<file path="config.mk">
export PLATFORM = sky130hd
export DESIGN_NAME = weight_load_ctrl_flat
export DESIGN_NICKNAME = d
export VERILOG_FILES = /design/src/rtl/weight_load_ctrl_if.sv /design/src/rtl/weight_load_ctrl.sv /design/src/flat_wrapper.sv
export SDC_FILE = /design/constraint.sdc
export NUM_CORES = 1
export LEC_CHECK = 0
export ABC_AREA = 1
export BUFFER_PORTS_ARGS = -buffer_cell sky130_fd_sc_hd__buf_2
export CORE_ASPECT_RATIO = 1.75
export CORE_MARGIN = 4
export CORE_UTILIZATION = 45
export DETAILED_ROUTE_END_ITERATION = 8
export GPL_TIMING_DRIVEN = 1
export HOLD_SLACK_MARGIN = 0.08
export PLACE_DENSITY_LB_ADDON = 0.08
export SLEW_MARGIN = 15
export SYNTH_ARGS = -nofsm -noshare
export SYNTH_HDL_FRONTEND = slang
export SYNTH_SLANG_ARGS = --single-unit
export TNS_END_PERCENT = 20
</file>
<file path="constraint.sdc">
create_clock -name clk -period 2.6 [get_ports clk]
set_input_delay 0.52 -clock clk [delete_from_list [all_inputs] [get_ports clk]]
set_output_delay 0.52 -clock clk [all_outputs]
set_load 0.01 [all_outputs]
</file>
<file path="src/rtl/weight_load_ctrl_if.sv">
// DDR-to-weight-loader byte stream.
// Valid/ready handshake; the DDR side drives data and valid.
interface weight_load_ctrl_if #(
    parameter int DW = 8
);
    logic          in_valid;
    logic          in_ready;
    logic [DW-1:0] in_data;

    modport master (
        output in_valid,
        output in_data,
        input  in_ready
    );

    modport slave (
        input  in_valid,
        input  in_data,
        output in_ready
    );
endinterface

</file>
<file path="src/rtl/weight_load_ctrl.sv">
// Weight FIFO sequencer: column-major fill from DDR, then
// lock-step drain into the MMU with en_load_weight/weight_row.
module weight_load_ctrl #(
    parameter int N_COLS = 4,
    parameter int DEPTH  = 4,
    parameter int DW     = 8
) (
    input  logic                     clk,
    input  logic                     rst_n,
    input  logic                     start,
    input  logic                     abort,
    output logic                     busy,
    output logic                     done,
    weight_load_ctrl_if.slave        ddr,
    output logic [N_COLS-1:0]        fifo_push,
    output logic [DW-1:0]            fifo_data,
    output logic [N_COLS-1:0]        fifo_pop,
    output logic                     fifo_clr,
    output logic                     en_load_weight,
    output logic [$clog2(DEPTH)-1:0] weight_row
);
    localparam int RW  = $clog2(DEPTH);
    localparam int CW  = $clog2(N_COLS);
    localparam int DCW = $clog2(DEPTH + 1);

    typedef enum logic [1:0] {
        IDLE,
        FILL,
        DRAIN,
        DONE
    } state_t;

    state_t         state;
    logic [RW-1:0]  row_cnt;
    logic [CW-1:0]  col_cnt;
    logic [DCW-1:0] drain_cnt;
    logic           xfer;

    assign ddr.in_ready = (state == FILL);
    assign xfer         = ddr.in_valid & ddr.in_ready;
    assign fifo_data    = ddr.in_data;

    always_comb begin
        fifo_push = '0;
        for (int c = 0; c < N_COLS; c++) begin
            if (col_cnt == CW'(c)) fifo_push[c] = xfer;
        end
    end

    always_ff @(posedge clk or negedge rst_n) begin
        if (!rst_n) begin
            state          <= IDLE;
            row_cnt        <= '0;
            col_cnt        <= '0;
            drain_cnt      <= '0;
            busy           <= 1'b0;
            done           <= 1'b0;
            fifo_pop       <= '0;
            fifo_clr       <= 1'b1;
            en_load_weight <= 1'b0;
            weight_row     <= '0;
        end else begin
            fifo_clr <= 1'b0;
            done     <= 1'b0;
            if (abort && state != IDLE) begin
                // Clear realigns all FIFO pointers, incl. a coincident push
                state          <= IDLE;
                row_cnt        <= '0;
                col_cnt        <= '0;
                drain_cnt      <= '0;
                busy           <= 1'b0;
                fifo_pop       <= '0;
                fifo_clr       <= 1'b1;
                en_load_weight <= 1'b0;
                weight_row     <= '0;
            end else begin
                en_load_weight <= fifo_pop[0];
                weight_row     <= en_load_weight ? weight_row + RW'(1) : '0;
                unique case (state)
                    IDLE: begin
                        if (start) begin
                            state   <= FILL;
                            busy    <= 1'b1;
                            row_cnt <= '0;
                            col_cnt <= '0;
                        end
                    end
                    FILL: begin
                        if (xfer) begin
                            if (row_cnt == RW'(DEPTH - 1)) begin
                                row_cnt <= '0;
                                if (col_cnt == CW'(N_COLS - 1)) begin
                                    col_cnt   <= '0;
                                    state     <= DRAIN;
                                    fifo_pop  <= '1;
                                    drain_cnt <= '0;
                                end else begin
                                    col_cnt <= col_cnt + CW'(1);
                                end
                            end else begin
                                row_cnt <= row_cnt + RW'(1);
                            end
                        end
                    end
                    DRAIN: begin
                        // One extra cycle lets the last popped row reach the MMU
                        if (drain_cnt == DCW'(DEPTH)) begin
                            state    <= DONE;
                            done     <= 1'b1;
                            fifo_pop <= '0;
                        end else begin
                            drain_cnt <= drain_cnt + DCW'(1);
                            fifo_pop  <= (drain_cnt < DCW'(DEPTH - 1)) ?
                                         '1 : '0;
                        end
                    end
                    DONE: begin
                        state <= IDLE;
                        busy  <= 1'b0;
                    end
                    default: state <= IDLE;
                endcase
            end
        end
    end
endmodule

</file>
<file path="src/flat_wrapper.sv">
// flat-port wrapper written by rule: the top's interface ports become plain ports
module weight_load_ctrl_flat 
#(
    parameter int N_COLS = 4,
    parameter int DEPTH  = 4,
    parameter int DW     = 8
)
  (clk, rst_n, start, abort, busy, done, fifo_push, fifo_data, fifo_pop, fifo_clr, en_load_weight, weight_row, ddr_in_valid, ddr_in_data, ddr_in_ready);
  weight_load_ctrl_if #(.DW(DW)) ddr_i ();
  input  logic clk;
  input  logic rst_n;
  input  logic start;
  input  logic abort;
  output logic busy;
  output logic done;
  output logic [N_COLS-1:0] fifo_push;
  output logic [DW-1:0] fifo_data;
  output logic [N_COLS-1:0] fifo_pop;
  output logic fifo_clr;
  output logic en_load_weight;
  output logic [$clog2(DEPTH)-1:0] weight_row;
  input wire logic [$bits(ddr_i.in_valid)-1:0] ddr_in_valid;
  input wire logic [$bits(ddr_i.in_data)-1:0] ddr_in_data;
  output wire logic [$bits(ddr_i.in_ready)-1:0] ddr_in_ready;
  assign ddr_i.in_valid = ddr_in_valid;
  assign ddr_i.in_data = ddr_in_data;
  assign ddr_in_ready = ddr_i.in_ready;
  weight_load_ctrl #(.N_COLS(N_COLS), .DEPTH(DEPTH), .DW(DW)) u_core (.clk(clk), .rst_n(rst_n), .start(start), .abort(abort), .busy(busy), .done(done), .ddr(ddr_i), .fifo_push(fifo_push), .fifo_data(fifo_data), .fifo_pop(fifo_pop), .fifo_clr(fifo_clr), .en_load_weight(en_load_weight), .weight_row(weight_row));
endmodule
</file>
==> results of run 1 <==
## cell families (layout without fill, tap and decap cells)
logic type | count (synthesis) | after routing
compound gates | 12 | 12
fa+ha+maj | 11 | 11
xor+xnor | 2 | 2
simple gates | 58 | 58
buf+inv | 34 | 46
flops | 16 | 16
## area by class of cell
class                           count  area share
Multi-Input combinational cell     83       0.430
Sequential cell                    16       0.344
Timing Repair Buffer               19      0.0815
Inverter                           23      0.0783
Clock buffer                        4      0.0386
Tap cell                           25      0.0268
## per-layer routing
layer	vias up	routed length, um
met4	0	76
met5	-	0
met2	27	1100
li1	421	-
met1	376	736
met3	8	86
## sequential cells by signal (all words and copies together), names as in the netlist
register,count
u_core.busy,1
u_core.col_cnt,2
u_core.weight_row,2
u_core.row_cnt,2
u_core.drain_cnt,3
u_core.fifo_clr,1
u_core.done,1
u_core.fifo_pop,1
u_core.state,2
u_core.en_load_weight,1
## worst min-delay path by stage
stage | slack, ns | startpoint | to | cells past startpoint
floorplan | 0.22 | rst_n | u_core.busy$_DFFE_PN0P_ | 0
global placement | 0.45 | rst_n | u_core.weight_row[1]$_DFF_PN0_ | 1
detailed placement | 0.46 | rst_n | u_core.weight_row[1]$_DFF_PN0_ | 1
CTS | 0.19 | rst_n | u_core.weight_row[1]$_DFF_PN0_ | 1
global route | 0.20 | rst_n | u_core.col_cnt[1]$_DFFE_PN0P_ | 1
finish | 0.18 | rst_n | u_core.weight_row[0]$_DFF_PN0_ | 1
## placed cells by master (no fill, tap or decap), types with 3 or more instances in the layout
| master | Yosys | final |
|---|---|---|
| a21oi_1 | 3 | 3 |
| buf_2 | 0 | 19 |
| clkbuf_8 | 0 | 3 |
| dfrtp_1 | 15 | 15 |
| ha_1 | 11 | 11 |
| inv_1 | 17 | 17 |
| inv_2 | 3 | 3 |
| nand2_1 | 26 | 26 |
| nand3_1 | 11 | 11 |
| nor2_1 | 10 | 10 |
| nor2_2 | 3 | 3 |
| o21ai_1 | 6 | 6 |
## metrics by stage
stage	worst slack (ns)	power, mW	instance area [sq um]	cells
floorplan	1.01	0.967	1080	133
global placement	0.959	1.11	1120	166
finish	0.704	1.30	1170	170
detailed placement	0.951	1.12	1120	166
CTS	0.676	1.32	1170	170
global route	0.565	1.44	1170	170
## critical path: cells and delay by family, from the launching register on
family,cells,cell delay [ns]
adder cells (fa/ha/maj),1,0.26
AND/OR/NAND/NOR,2,0.24
flip-flops,1,0.41
buffers and inverters,2,0.22
## power by group
part | internal (mW) | switching (mW) | leakage, nW
clock | 0.108 | 0.0828 | 0.0228
combinational | 0.251 | 0.445 | 0.427
sequential | 0.338 | 0.0699 | 0.209
total | 0.697 | 0.598 | 0.658
==> impl_metrics.csv, run 1 <==
group,metric,value,unit
outcome,status,"finished, final reports clean",
sta,rsz0062_at_grt,"false",
layout,layout.area.seq,402,sq um
cts,root_buffer,"clkbuf_8",
logic_synthesis,synth-compound-area-share,0.0616,
logic_synthesis,muxShareOfSynthArea,0,
hold_path,hp-class,"primary input to async pin",
drt,drc,0,
global_routing,met1_usage,0.151,
worst_setup_path,crit_arrival,1.38,ns
layout,final_nets,170,
logic_synthesis,synth-seq-cells,16,
die,die_y,72.7,um
sta,hold_slack,0.181,ns
worst_setup_path,path_max_fanout,6,
drt,via_per_inst,4.89,
power,power.density,1110,nW/um^2
die,start_util,0.468,
cts,clock_latency,0.24,ns
global_routing,grt.overflow.total,0,
global_routing,grt_pass1_vias,886,
global_routing,grt.met2_usage,0.263,
layout,antennaDiodeCount,0,
logic_synthesis,synth_area_per_cell,8.10,sq um
logic_synthesis,synth_edf_count,0,
worst_setup_path,reg2reg_slack,0.96,ns
cts,clk_pin_slew_worst_paths,0.06,ns
sta,slew_violations,0,
logic_synthesis,synth_nets,157,
worst_setup_path,cp_slowest_stage_delay,0.41,ns
die,io_pins,36,
global_routing,grt.busiest_layer,"met2",
sta,hold_viol,0,
sta,fin_crit_sh,0.729,
global_routing,track_usage,0.150,
worst_setup_path,reg2regPathDepth,10,
layout,area_growth,8.25,%
logic_synthesis,netlist_instances,133,
die,die_area,3270,sq um
logic_synthesis,synth-seq-area-share,0.373,
layout,drive_above_1_share,0.262,
logic_synthesis,synthSimpleGateAreaFrac,0.260,
worst_setup_path,startpoint_type,"register",
drt,routed_wl,2.00,mm
global_routing,grt_first_pass_wirelength,3.66,mm
sta,setup_violations,0,
logic_synthesis,yosysMostFrequentCell,"nand2_1",
die,die_w,45.0,um
layout,utilization,0.507,
logic_synthesis,yosys_warnings,0,
global_routing,grt_use_met3,0.0346,
sta,slew-limit-headroom,0.754,
job,cap_viol_max_count,0,
die,core,2300,sq um
layout,multiInputGateArea,502,sq um
logic_synthesis,yosys.area.top_type,"dfrtp_1",
sta,setup_tns,0,ns
cts,cts_tree,"built",
logic_synthesis,yosys.area.top_type_share,0.348,
die,rows,23,
cts,hold_buffers,0,
worst_setup_path,r2r-start,"u_core.state[0]$_DFFE_PN0P_",
sta,finClkSkew,0.00290,ns
cts,ctsResizeCount,0,
logic_synthesis,synth_fa_ha_area_frac,0.128,
layout,num-fill-cells,252,
global_routing,antenna_found_initial,0,
drt,num_vias,832,
worst_setup_path,critPathKind,"register to output port",
global_routing,grt_max_degree,17,
logic_synthesis,syn-cell-area,1080,sq um
power,leakage,0.658,nW
logic_synthesis,synth_top_family_by_area,"simple AND/OR/NAND/NOR gates",
logic_synthesis,yosysUniqueCellTypes,25,
cts,cts_buffers,3,
drt,drtIter0Drc,9,
drt,dr.pass1.iters,4,
logic_synthesis,async_reset_ff_frac,1.00,
worst_setup_path,end_kind,"output port",
logic_synthesis,synthTopCellsByCount,"nand2_1 (26), inv_1 (17), dfrtp_1 (15)",
cts,cts_setup_buffers,0,
worst_setup_path,path_cells,"inv_1, ha_1, nand2_1, nor2_1, buf_2",
logic_synthesis,synth_area_leaders,"dfrtp_1 (35%), ha_1 (13%), nand2_1 (9.1%)",
sta,worst_pin_slew,0.369,ns
place,hpwlAfterDp,1.64,mm
worst_setup_path,setup.worst_path.start,"u_core.state[1]$_DFFE_PN0P_",
logic_synthesis,synthXorXnorAreaFrac,0.0163,
cts,cts_buffer_depth,2,
drt,wire_per_inst,11.8,um
logic_synthesis,yosys_most_used_dff,"dfrtp_1",
worst_setup_path,required,2.08,ns
cts,clock_sinks,16,
cts,cts-htree-levels,1,
sta,finalCriticalPeriod,1.90,ns
worst_setup_path,worst_path_max_delay_cell,"dfrtp_1",
place,place_congestion,0.851,
worst_setup_path,timing.rr.end,"u_core.state[0]$_DFFE_PN0P_",
drt,ant_nets,0,
place,port_buffers,19,
sta,fmax,0.528,GHz
power,vdd_drop_max,0.549,mV
worst_setup_path,cp-endpoint,"fifo_push[0]",
No activity file was read; power rests on OpenSTA's default activity.
==> run 2: changes to the inputs <==
==> constraint.sdc (replaced) <==
create_clock -name clk -period 1.8 [get_ports clk]
set_input_delay 0.36 -clock clk [delete_from_list [all_inputs] [get_ports clk]]
set_output_delay 0.36 -clock clk [all_outputs]
set_load 0.01 [all_outputs]
==> impl_metrics.csv, run 2 (synthesis results as in run 1) <==
group,metric,value,unit
global_routing,grt.busiest_layer,"met2",
place,post-place-cells,166,
drt,wire_per_inst,12.5,um
cts,clock_latency,0.25,ns
layout,largest-register,"u_core.drain_cnt",
layout,area_growth,11.4,%
die,die_w,45.0,um
drt,via_per_inst,4.91,
cts,root_buffer,"clkbuf_8",
layout,drive_above_1_share,0.288,
global_routing,grt.met2_usage,0.293,
worst_setup_path,cp_slowest_stage_delay,0.43,ns
power,power.switching_fraction,0.456,
worst_setup_path,end_kind,"output port",
worst_setup_path,timing.critical_path.buf_inv,2,
sta,hold_viol,0,
power,leakage,0.667,nW
cts,clk_pin_slew_worst_paths,0.07,ns
layout,layout_common_cells,"nand2_1 (26), buf_2 (19), inv_1 (16)",
drt,drc,0,
power,power.internal,1.06,mW
sta,slew-limit-headroom,0.757,
layout,largest_reg_flops,3,
hold_path,hp-class,"primary input to register",
cts,cts_buffers,3,
worst_setup_path,startpoint_type,"register",
power,pwr-share-comb,0.532,
global_routing,grt_pass1_vias,901,
die,die_area,3270,sq um
power,clkPwrFrac,0.164,
cts,cts-htree-levels,1,
sta,setup_tns,0,ns
place,port_buffers,19,
drt,num_vias,839,
place,place_congestion,0.803,
die,die_y,72.7,um
global_routing,antenna_found_initial,0,
global_routing,track_usage,0.154,
sta,fmax,0.600,GHz
die,io_pins,36,
drt,ant_nets,0,
worst_setup_path,required,1.44,ns
drt,drtIter0Drc,21,
sta,slew_violations,0,
layout,antennaDiodeCount,0,
power,power.density,1630,nW/um^2
worst_setup_path,path_cells,"inv_2, ha_4, nand2_1, nor2_1, buf_2",
global_routing,grt_first_pass_wirelength,3.77,mm
cts,clock_sinks,16,
sta,setup_violations,0,
power,switchingPower,0.891,mW
sta,finClkSkew,0.00618,ns
power,vdd_drop_max,0.805,mV
worst_setup_path,worst_path_max_delay_cell,"dfrtp_1",
sta,finalCriticalPeriod,1.67,ns
die,rows,23,
cts,cts_tree,"built",
worst_setup_path,critPathKind,"register to output port",
worst_setup_path,path_max_fanout,6,
cts,cts_setup_buffers,0,
layout,fin_cells,171,
layout,final_nets,171,
die,core,2300,sq um
worst_setup_path,crit_arrival,1.31,ns
global_routing,grt_use_met3,0.0346,
drt,dr.pass1.iters,4,
place,hpwlAfterDp,1.72,mm
sta,worst_pin_slew,0.365,ns
cts,cts_buffer_depth,2,
drt,routed_wl,2.14,mm
job,cap_viol_max_count,0,
global_routing,met1_usage,0.147,
global_routing,grt.overflow.total,0,
layout,layout_commonest_cell,"nand2_1",
sta,fin_crit_sh,0.925,
worst_setup_path,cp_top_family,"flip-flops",
outcome,status,"finished, final reports clean",
die,start_util,0.468,
global_routing,grt_max_degree,17,
power,pwr-share-seq,0.305,
-- run 2: cell types whose count changed in the layout (fill, tap and decap cells not counted), sizes merged --
| cell | delta |
|---|---|
| dlygate4sd3 | +1 |
-- run 2: power groups by stage --
stage | logic [mW] | clock network (mW) | registers [mW]
5_1_grt | 1.20 | 0.343 | 0.615
2_1_floorplan | 0.789 | 0 | 0.608
3_3_place_gp | 1.01 | 0 | 0.592
3_5_place_dp | 1.03 | 0 | 0.595
4_1_cts | 1.04 | 0.333 | 0.591
6_report | 1.04 | 0.320 | 0.596
-- run 2: repair_timing --
item,CTS,global route
endpoints found under the setup margin,4,4
hold buffers,1,0
hold endpoints to repair,15,0
gates resized for setup,1,3
-- run 2: final cells by class --
| cell class | instances | area, sq um |
|---|---|---|
| Multi-Input combinational cell | 83 | 514 |
| Inverter | 23 | 91.3 |
| Timing Repair Buffer | 20 | 105 |
| Sequential cell | 16 | 403 |
| Tap cell | 25 | 31.3 |
| Clock buffer | 4 | 55.1 |
| Fill cell | 229 | 1100 |
-- run 2: worst paths after layout --
check                                                    start                              to  slack (ns)  depth (start not counted)
worst min register to register  u_core.weight_row[0]$_DFF_PN0_  u_core.weight_row[0]$_DFF_PN0_        0.47                          1
worst min-delay path                                     start         u_core.busy$_DFFE_PN0P_        0.39                          3
worst max-delay path               u_core.state[1]$_DFFE_PN0P_                    fifo_push[2]        0.13                          5
min in group asynchronous                                rst_n         u_core.busy$_DFFE_PN0P_        0.55                          2
max in group asynchronous                                rst_n       u_core.fifo_clr$_DFF_PN1_        0.95                          2
worst max register to register     u_core.state[0]$_DFFE_PN0P_     u_core.state[0]$_DFFE_PN0P_        0.22                         10
-- run 2: routing by layer --
| layer | vias to the layer above | part of all wire |
|---|---|---|
| li1 | 424 | - |
| met1 | 386 | 0.37 |
| met2 | 25 | 0.56 |
| met3 | 4 | 0.043 |
| met4 | 0 | 0.022 |
| met5 | - | 0 |
-- run 2: metrics by stage --
step | power, mW | hold WS, ns | util | instance area (sq um) | setup slack (ns)
3_5_place_dp | 1.62 | 0.298 | 0.487 | 1120 | 0.228
2_1_floorplan | 1.40 | 0.0644 | - | 1080 | 0.363
3_3_place_gp | 1.60 | 0.294 | 0.487 | 1120 | 0.271
4_1_cts | 1.96 | 0.383 | 0.516 | 1190 | 0.0209
5_1_grt | 2.15 | 0.402 | 0.521 | 1200 | -0.00688
6_report | 1.95 | 0.395 | 0.521 | 1200 | 0.134
-- run 2: tightest hold or removal path: stages --
cell and delay, ns:
buf_2 0.10, a21oi_1 0.06, nor2_1 0.09
==> run 3: changes to the inputs <==
--- a/config.mk
+++ b/config.mk
@@ -6,11 +6,11 @@
 export NUM_CORES = 1
 export LEC_CHECK = 0
 export ABC_AREA = 1
-export BUFFER_PORTS_ARGS = -buffer_cell sky130_fd_sc_hd__buf_2
 export CORE_ASPECT_RATIO = 1.75
 export CORE_MARGIN = 4
 export CORE_UTILIZATION = 45
 export DETAILED_ROUTE_END_ITERATION = 8
+export DONT_BUFFER_PORTS = 1
 export GPL_TIMING_DRIVEN = 1
 export HOLD_SLACK_MARGIN = 0.08
 export PLACE_DENSITY_LB_ADDON = 0.08
==> impl_metrics.csv, run 3 (synthesis results as in run 1) <==
group,metric,value,unit
sta,slew-limit-headroom,0.513,
die,core,2300,sq um
worst_setup_path,cp_top_family,"flip-flops",
drt,num_vias,768,
layout,final_nets,152,
cts,cts_tree,"built",
power,pwr-share-seq,0.351,
sta,hold_viol,0,
worst_setup_path,crit_arrival,1.39,ns
job,cap_viol_max_count,0,
cts,clk_pin_slew_worst_paths,0.07,ns
die,die_w,45.0,um
cts,clock_latency,0.25,ns
layout,layout_commonest_cell,"nand2_1",
worst_setup_path,cp_slowest_stage_delay,0.43,ns
die,start_util,0.468,
worst_setup_path,required,1.44,ns
worst_setup_path,critPathKind,"register to output port",
power,power.internal,0.982,mW
sta,fmax,0.573,GHz
layout,fin_cells,152,
layout,layout_common_cells,"nand2_1 (25), inv_1 (17), dfrtp_1 (14)",
sta,rsz0062_at_grt,"true",
sta,setup_tns,0,ns
drt,dr.pass1.iters,4,
place,post-place-cells,147,
layout,largest-register,"u_core.drain_cnt",
global_routing,grt_first_pass_wirelength,3.57,mm
place,post-place-ws,0.168,ns
worst_setup_path,worst_path_max_delay_cell,"dfrtp_1",
die,rows,23,
cts,cts_setup_buffers,0,
worst_setup_path,reg2regPathDepth,10,
cts,cts_buffers,3,
worst_setup_path,path_cells,"inv_1, ha_2, nand2_2, nor2_2",
worst_setup_path,end_kind,"output port",
drt,ant_nets,0,
power,power.density,1660,nW/um^2
layout,drive_above_1_share,0.213,
global_routing,grt_max_degree,17,
place,hpwlAfterDp,1.52,mm
outcome,status,"finished, final reports clean",
sta,final.setup.worst_slack,0.0548,ns
power,p_total,1.84,mW
power,power.switching_fraction,0.466,
layout,largest_reg_flops,3,
global_routing,antenna_found_initial,0,
worst_setup_path,timing.critical_path.buf_inv,1,
power,vdd_drop_max,0.747,mV
layout,antennaDiodeCount,0,
global_routing,grt.overflow.total,0,
drt,drc,0,
worst_setup_path,startpoint_type,"register",
layout,utilization,0.481,
cts,cts_buffer_depth,2,
place,place_congestion,0.792,
sta,finClkSkew,0.00647,ns
place,port_buffers,0,
die,die_y,72.7,um
drt,via_per_inst,5.05,
cts,root_buffer,"clkbuf_8",
hold_path,hold_depth,2,
global_routing,grt_pass1_vias,824,
place,place_area,1030,sq um
layout,area_growth,2.79,%
worst_setup_path,path_max_fanout,6,
power,leakage,0.578,nW
sta,finalCriticalPeriod,1.75,ns
drt,routed_wl,1.94,mm
die,io_pins,36,
layout,final_area,1110,sq um
sta,worst_pin_slew,0.728,ns
hold_path,hp-class,"primary input to register",
cts,cts-htree-levels,1,
power,switchingPower,0.859,mW
power,clkPwrFrac,0.174,
sta,hold_slack,0.275,ns
die,die_area,3270,sq um
drt,wire_per_inst,12.8,um
sta,setup_violations,0,
cts,clock_sinks,16,
power,pwr-share-comb,0.475,
global_routing,track_usage,0.145,
sta,slew_violations,0,
sta,fin_crit_sh,0.970,
worst_setup_path,cp.depth,4,
drt,drtIter0Drc,18,
-- run 3: changes by cell type in the layout (fill, tap and decap cells not counted) --
cell / previous run / this run
buf_2: 19 / 0
ha_2: 0 / 1
inv_1: 16 / 17
nor2_1: 10 / 6
nor2_2: 3 / 7
inv_2: 4 / 3
ha_4: 1 / 0
nand2_2: 2 / 3
nand2_1: 26 / 25
-- run 3: final cells by class --
| class | count | area, sq um |
|---|---|---|
| well taps | 25 | 31.3 |
| inverters | 23 | 91.3 |
| clock buffers | 4 | 55.1 |
| flip-flops and latches | 16 | 403 |
| multi-input cells | 83 | 517 |
| fillers | 244 | 1190 |
| repair buffers | 1 | 10.0 |
-- run 3: power by group through the flow --
stage / Clock [mW] / Combinational [mW] / Sequential [mW]
global route: 0.344 / 1.03 / 0.672
finish: 0.320 / 0.875 / 0.647
CTS: 0.330 / 0.875 / 0.650
detailed placement: 0 / 0.857 / 0.655
floorplan: 0 / 0.789 / 0.608
global placement: 0 / 0.849 / 0.652
-- run 3: final timing paths --
kind                                               start                              to  slack, ns
min reg2reg                u_core.row_cnt[1]$_DFFE_PN0P_   u_core.row_cnt[1]$_DFFE_PN0P_       0.50
min in group asynchronous                          rst_n  u_core.weight_row[0]$_DFF_PN0_       0.61
max in group asynchronous                          rst_n     u_core.state[0]$_DFFE_PN0P_       0.69
min                                                abort       u_core.fifo_clr$_DFF_PN1_       0.28
max                          u_core.state[1]$_DFFE_PN0P_                    fifo_push[3]       0.05
max reg2reg                  u_core.state[0]$_DFFE_PN0P_     u_core.state[0]$_DFFE_PN0P_       0.21
-- run 3: worst reg2reg max path: stages (launching register included) --
cell and delay (ns):
dfrtp_2 0.41, inv_1 0.09, ha_1 0.25, inv_2 0.12, nand2_4 0.09, nand3_1 0.11
nand2_2 0.09, nor2_2 0.13, nand2_1 0.08, nand2_1 0.06, nand2_1 0.06
-- run 3: repair_timing --
item	in CTS	in global routing
hold endpoints to repair	16	0
endpoints found under the setup margin	4	5
resized for setup	1	6
hold buffers	1	0
-- run 3: routing by layer --
| layer | GRT usage | vias up | share of wire |
|---|---|---|---|
| met3 | 0.0346 | 4 | 0.039 |
| met5 | 0 | - | 0 |
| met2 | 0.262 | 24 | 0.57 |
| li1 | - | 385 | - |
| met1 | 0.153 | 355 | 0.38 |
| met4 | 0.0586 | 0 | 0.016 |
